`src/rtl/srio_lane_sync_ctrl.sv`:
```
// srio_lane_sync_ctrl
// Per-lane receive synchronisation controller for one SRIO serial lane.
// Watches the 10-bit code-group stream, counts K28.5 commas to acquire
// sync, tolerates sparse decoder errors while synchronised, and reports
// lane_sync plus acquire/loss pulses and a saturating error count.
module srio_lane_sync_ctrl #(
  parameter int unsigned COMMA_CNT = 127,
  parameter int unsigned VALID_CNT = 255,
  parameter int unsigned INV_LIMIT = 3
) (
  input  logic        sim_clk,
  input  logic        srio_rst,
  input  logic        lane_en,
  input  logic        cg_valid,
  input  logic [0:9]  rx_cg,
  input  logic        code_err,
  input  logic        err_clr,
  output logic        lane_sync,
  output logic [1:0]  sync_state,
  output logic        sync_acq,
  output logic        sync_lost,
  output logic [15:0] err_cnt
);

  typedef enum logic [1:0] {
    ST_NO_SYNC  = 2'd0,
    ST_ACQUIRE  = 2'd1,
    ST_SYNC     = 2'd2,
    ST_SYNC_ERR = 2'd3
  } state_t;

  // Code-groups are written a..j left to right; with [0:9] the leftmost
  // literal bit lands on index 0 ('a').
  localparam logic [0:9] LP_K28_5_RDN = 10'b0011111010;
  localparam logic [0:9] LP_K28_5_RDP = 10'b1100000101;

  // Counter values at which the next qualifying event completes the run.
  localparam logic [7:0] LP_K_LAST = 8'(COMMA_CNT - 1);
  localparam logic [7:0] LP_V_LAST = 8'(VALID_CNT - 1);
  localparam logic [1:0] LP_I_LAST = 2'(INV_LIMIT - 1);

  state_t      r_state;
  logic [7:0]  r_k_cnt;
  logic [7:0]  r_v_cnt;
  logic [1:0]  r_i_cnt;
  logic [15:0] r_err_cnt;
  logic        r_sync_acq;
  logic        r_sync_lost;

  state_t      w_state_nxt;
  logic [7:0]  w_k_nxt;
  logic [7:0]  w_v_nxt;
  logic [1:0]  w_i_nxt;
  logic [15:0] w_err_nxt;
  logic        w_acq_nxt;
  logic        w_lost_nxt;
  logic        w_err_inc;
  logic        w_comma;

  function automatic logic [15:0] sat_inc16(input logic [15:0] val);
    return (val == 16'hFFFF) ? val : val + 16'd1;
  endfunction

  // A decoder error disqualifies a comma-shaped code-group.
  assign w_comma = ~code_err & ((rx_cg == LP_K28_5_RDN) | (rx_cg == LP_K28_5_RDP));

  // Next-state, counter and pulse decode; qualified code-groups only.
  always_comb begin
    w_state_nxt = r_state;
    w_k_nxt     = r_k_cnt;
    w_v_nxt     = r_v_cnt;
    w_i_nxt     = r_i_cnt;
    w_acq_nxt   = 1'b0;
    w_lost_nxt  = 1'b0;
    w_err_inc   = 1'b0;
    if (!lane_en) begin
      w_state_nxt = ST_NO_SYNC;
      w_k_nxt     = 8'd0;
      w_v_nxt     = 8'd0;
      w_i_nxt     = 2'd0;
    end else if (cg_valid) begin
      unique case (r_state)
        ST_NO_SYNC: begin
          if (w_comma) begin
            w_state_nxt = ST_ACQUIRE;
            w_k_nxt     = 8'd1;
          end else begin
            w_k_nxt = 8'd0;
            w_v_nxt = 8'd0;
            w_i_nxt = 2'd0;
          end
        end
        ST_ACQUIRE: begin
          if (code_err) begin
            w_state_nxt = ST_NO_SYNC;
            w_k_nxt     = 8'd0;
          end else if (w_comma) begin
            if (r_k_cnt == LP_K_LAST) begin
              w_state_nxt = ST_SYNC;
              w_acq_nxt   = 1'b1;
              w_k_nxt     = 8'd0;
            end else begin
              w_k_nxt = r_k_cnt + 8'd1;
            end
          end
        end
        ST_SYNC: begin
          if (code_err) begin
            w_state_nxt = ST_SYNC_ERR;
            w_i_nxt     = 2'd1;
            w_v_nxt     = 8'd0;
            w_err_inc   = 1'b1;
          end
        end
        ST_SYNC_ERR: begin
          if (code_err) begin
            w_err_inc = 1'b1;
            if (r_i_cnt == LP_I_LAST) begin
              w_state_nxt = ST_NO_SYNC;
              w_lost_nxt  = 1'b1;
              w_k_nxt     = 8'd0;
              w_v_nxt     = 8'd0;
              w_i_nxt     = 2'd0;
            end else begin
              w_i_nxt = r_i_cnt + 2'd1;
              w_v_nxt = 8'd0;
            end
          end else if (r_v_cnt == LP_V_LAST) begin
            // A full run of good code-groups forgives one error.
            w_v_nxt = 8'd0;
            w_i_nxt = r_i_cnt - 2'd1;
            if (r_i_cnt == 2'd1) begin
              w_state_nxt = ST_SYNC;
            end
          end else begin
            w_v_nxt = r_v_cnt + 8'd1;
          end
        end
      endcase
    end
  end

  // Error counter: held while the lane is disabled, clear beats increment.
  always_comb begin
    w_err_nxt = r_err_cnt;
    if (lane_en) begin
      if (err_clr) begin
        w_err_nxt = 16'd0;
      end else if (w_err_inc) begin
        w_err_nxt = sat_inc16(r_err_cnt);
      end
    end
  end

  // State, counters and pulse registers with asynchronous reset.
  always_ff @(posedge sim_clk or posedge srio_rst) begin
    if (srio_rst) begin
      r_state     <= ST_NO_SYNC;
      r_k_cnt     <= 8'd0;
      r_v_cnt     <= 8'd0;
      r_i_cnt     <= 2'd0;
      r_err_cnt   <= 16'd0;
      r_sync_acq  <= 1'b0;
      r_sync_lost <= 1'b0;
    end else begin
      r_state     <= w_state_nxt;
      r_k_cnt     <= w_k_nxt;
      r_v_cnt     <= w_v_nxt;
      r_i_cnt     <= w_i_nxt;
      r_err_cnt   <= w_err_nxt;
      r_sync_acq  <= w_acq_nxt;
      r_sync_lost <= w_lost_nxt;
    end
  end

  assign lane_sync  = (r_state == ST_SYNC) || (r_state == ST_SYNC_ERR);
  assign sync_state = r_state;
  assign sync_acq   = r_sync_acq;
  assign sync_lost  = r_sync_lost;
  assign err_cnt    = r_err_cnt;

endmodule

```
`config.mk`:
```
export PLATFORM = sky130hd
export DESIGN_NAME = srio_lane_sync_ctrl
export DESIGN_NICKNAME = d
export VERILOG_FILES = /design/src/rtl/srio_lane_sync_ctrl.sv
export SDC_FILE = /design/constraint.sdc
export NUM_CORES = 1
export LEC_CHECK = 0
export ABC_AREA = 0
export CORE_ASPECT_RATIO = 0.7
export CORE_UTILIZATION = 40
export DETAILED_ROUTE_END_ITERATION = 7
export SLEW_MARGIN = 10
export SYNTH_ARGS = -nofsm -noshare
export SYNTH_HDL_FRONTEND = slang
export SYNTH_SLANG_ARGS = --single-unit
```
`constraint.sdc`:
```
create_clock -name sim_clk -period 3.8 [get_ports sim_clk]
set_clock_uncertainty 0.05 [all_clocks]
set_input_delay 0.38 -clock sim_clk [delete_from_list [all_inputs] [get_ports sim_clk]]
set_output_delay 0.38 -clock sim_clk [all_outputs]
set_load 0.01 [all_outputs]
```
==> run_results.csv <==
group,metric,value,unit
critical_path,worst_path_largest_cell_delay,630,ps
pwr,ir_drop,0.171,mV
critical_path,critical_path.max_fanout,11,
critical_path,reg2reg_from,"sync_state[0]",
die,placementRows,23,
global_routing,total_gr_overflow,0,
pwr,p_per_area,280,mW/mm2
timing,post-route-period-util,61.6,%
global_routing,use_met3,4.22,%
logic_synthesis,post_synth_main_area_contributors,"sky130_fd_sc_hd__dfrtp_1, sky130_fd_sc_hd__ha_1, sky130_fd_sc_hd__nand2_1",
worst_hold_path,timing.hold.worst.start,"r_k_cnt[7]",
logic_synthesis,post_synth_instance_area,0.00239,mm2
finish,antenna-diode-count,0,
place,place_congestion,0.839,
timing,max_fclk,427,MHz
critical_path,rr_endpoint,"err_cnt[13]",
global_routing,grt_pass1_wl,8.76,mm
global_routing,gr-usage-met1,27.9,%
cts,worst_path_clk_slew,70,ps
finish,final.fill_count,551,
drt,route.detailed.drc,0,
drt,route.antenna.remaining_nets,0,
logic_synthesis,synth_most_common_cell,"sky130_fd_sc_hd__dfrtp_1",
cts,clkLatencyLatePin,280,ps
critical_path,timing.critical_path.from_type,"input pin",
global_routing,grt_start_max_net_pins,28,
logic_synthesis,ys_warn_count,0,
die,die_area,0.00631,mm2
cts,cts_root_buf,"sky130_fd_sc_hd__clkbuf_8",
logic_synthesis,yosysSeqAreaShare,39.7,%
logic_synthesis,synth.ff_latch_count,38,
timing,report.final.slew_viol_count,0,
drt,initialDrtViolationCount,119,
timing,hold_viol,0,
critical_path,timing.critical_path.slowest_stage_cell,"sky130_fd_sc_hd__clkdlybuf4s50_1",
global_routing,use_met2,24.6,%
place,portBuffers,36,
timing,final.setup.worst_slack,1460,ps
logic_synthesis,synth_area_per_cell,8.90,um2
drt,dr.pass1.iters,4,
cts,cts_made_buffers,5,
cts,cts_tree,"done",
logic_synthesis,synth-edff-count,0,
place,dp_hpwl,3.94,mm
finish,ff_latch_area,951,um2
critical_path,reg2regPathDepth,7,
global_routing,vias_in_the_first_global_route,1799,
global_routing,initial_antenna_violation_count,0,
timing,final_period_minus_worst_setup_slack,2340,ps
worst_hold_path,whs_path_depth,1,
worst_hold_path,worst_hold_end,"r_k_cnt[7]",
logic_synthesis,ys_async_sr_fraction,100,%
logic_synthesis,distinct_cells_synth,55,
worst_hold_path,worstHoldPathType,"reg -> reg",
finish,synthToLayoutAreaGrowth,21.1,%
timing,hold-worst-slack,432,ps
cts,cts_hold_buffers,0,
timing,finalSetupTns,0,ps
logic_synthesis,synth_fp_nets,297,
timing,grt_setup_unrepaired,"false",
job,maxCapViolations,0,
timing,report.final.setup_viol,0,
critical_path,crit_arrival,2480,ps
die,initial_utilization,41.6,%
global_routing,track_usage,18.0,%
drt,wire_per_inst,13.9,um
cts,htree_num_levels,2,
place,dp_worst_setup_slack,1180,ps
cts,cts.path.max_buffers,2,
drt,vias,2070,
die,die_width,94.5,um
cts,cts.repair.resized,0,
die,core_area,0.00576,mm2
logic_synthesis,dominantRegCellSynth,"sky130_fd_sc_hd__dfrtp_1",
logic_synthesis,synth.largest_area_cell,"sky130_fd_sc_hd__dfrtp_1",
critical_path,data_required_time_of_the_worst_path,3940,ps
outcome,status,"finished clean",
critical_path,critical_path.endpoint_type,"flip-flop",
drt,detail_route.wirelength,5.28,mm
die,die_y,66.7,um
logic_synthesis,synth_commonest_cells,"sky130_fd_sc_hd__dfrtp_1, sky130_fd_sc_hd__nand2_1, sky130_fd_sc_hd__o21ai_0",
critical_path,worst_setup_path_class,"in -> reg",
timing,slew_headroom,30.4,%
critical_path,crit_chain,"clkdlybuf4s50_1, inv_1, nor3_1, nand2b_1, nor3_2, nand2_1, o31ai_1",
critical_path,crit_start,"lane_en",
finish,final_layout_size_suffix_gt1_share,7.89,%
global_routing,grt_most_used_layer,"met1",
drt,avgViaCountPerCell,5.46,
finish,finalNetCount,333,
logic_synthesis,yosysTopAreaCellShare,39.7,%
cts,clock-sinks,38,
cts,post_cts_buffers,0,
pwr,total_leakage_power,1.15,nW
timing,worst_tran_pin_value,1040,ps
die,ios,37,
critical_path,rrSetupSlack,1540,ps
finish,multiInputGateArea,0.00133,mm2
logic_synthesis,postSynthCellCount,269,
==> cells in the final DEF, fill, tap and decap left out, types with 3 or more instances in the layout <==
cell / instances
sky130_fd_sc_hd__and2_1: 3
sky130_fd_sc_hd__nor2_1: 16
sky130_fd_sc_hd__o21ai_0: 18
sky130_fd_sc_hd__o211ai_1: 3
sky130_fd_sc_hd__nor4_1: 6
sky130_fd_sc_hd__dfrtp_1: 38
sky130_fd_sc_hd__clkbuf_8: 6
sky130_fd_sc_hd__nor2b_1: 6
sky130_fd_sc_hd__o21ai_1: 12
sky130_fd_sc_hd__inv_1: 15
sky130_fd_sc_hd__nor3_2: 3
sky130_fd_sc_hd__o31ai_1: 10
sky130_fd_sc_hd__xnor2_1: 5
sky130_fd_sc_hd__and3_1: 4
sky130_fd_sc_hd__nor3_1: 6
sky130_fd_sc_hd__o41ai_1: 3
sky130_fd_sc_hd__nand4_1: 7
sky130_fd_sc_hd__ha_1: 12
sky130_fd_sc_hd__nand3_1: 11
sky130_fd_sc_hd__clkdlybuf4s50_1: 36
sky130_fd_sc_hd__buf_4: 3
sky130_fd_sc_hd__nand2_1: 30
sky130_fd_sc_hd__o2bb2ai_1: 4
sky130_fd_sc_hd__a21oi_1: 8
==> area by class of cell <==
type                       count  area share [%]
inverter                      15            1.94
clock buffer                   6            2.85
tap                           75            3.24
multi-input combinational    206            46.0
sequential                    38            32.8
timing repair buffer          39            13.2
==> cells by family (layout without fill, tap and decap cells) <==
group / count (synthesis) / after routing / share of synthesized area, %
DFF: 38 / 38 / 39.7
muxes: 3 / 3 / 1.31
and+or+nand+nor: 110 / 110 / 25.4
buffers and inverters: 25 / 60 / 4.60
adders and majority gates: 12 / 12 / 6.27
xor gates and xnor gates: 7 / 7 / 2.56
AOI/OAI and AO/OA: 74 / 74 / 20.2
==> how the worst max path moves through the flow <==
stage / end / slack (ps)
floorplan: err_cnt[12] / 1760
global placement: r_k_cnt[4] / 1220
detailed placement: r_k_cnt[7] / 1180
CTS: lane_sync / 1440
global route: r_k_cnt[7] / 1240
finish: r_k_cnt[7] / 1460
==> per-layer routing <==
metal  vias to the layer above  part of all wire [%]
met2                        26                    41
met4                         0                  0.51
li1                       1056                     -
met5                         -                     0
met3                         4                   3.2
met1                       984                    55
==> metrics by stage <==
| stage | area, um2 | total power [mW] | util [%] | std cells |
|---|---|---|---|---|
| 2_1_floorplan | 2390 | 0.499 | - | 269 |
| 5_1_grt | 2900 | 0.854 | 50.4 | 379 |
| 4_1_cts | 2900 | 0.825 | 50.4 | 379 |
| 3_3_place_gp | 2820 | 0.549 | 49.0 | 373 |
| 6_report | 2900 | 0.811 | 50.4 | 379 |
| 3_5_place_dp | 2820 | 0.549 | 49.0 | 373 |
==> registers in the layout, summed over array words and instances, names as in the netlist <==
name,count
err_cnt,16
r_i_cnt,2
r_k_cnt,8
r_v_cnt,8
sync_acq,1
sync_lost,1
sync_state,2
==> worst max-delay path, delay by kind of cell <==
kind,cells,cell delay (ps)
compound gates,1,190
simple gates,4,1010
buf+inv,2,890
==> where the power goes <==
part / internal [mW] / switching (mW)
logic: 0.0525 / 0.0655
registers: 0.412 / 0.0117
clock network: 0.140 / 0.130
No activity file was read; power rests on OpenSTA's default activity.
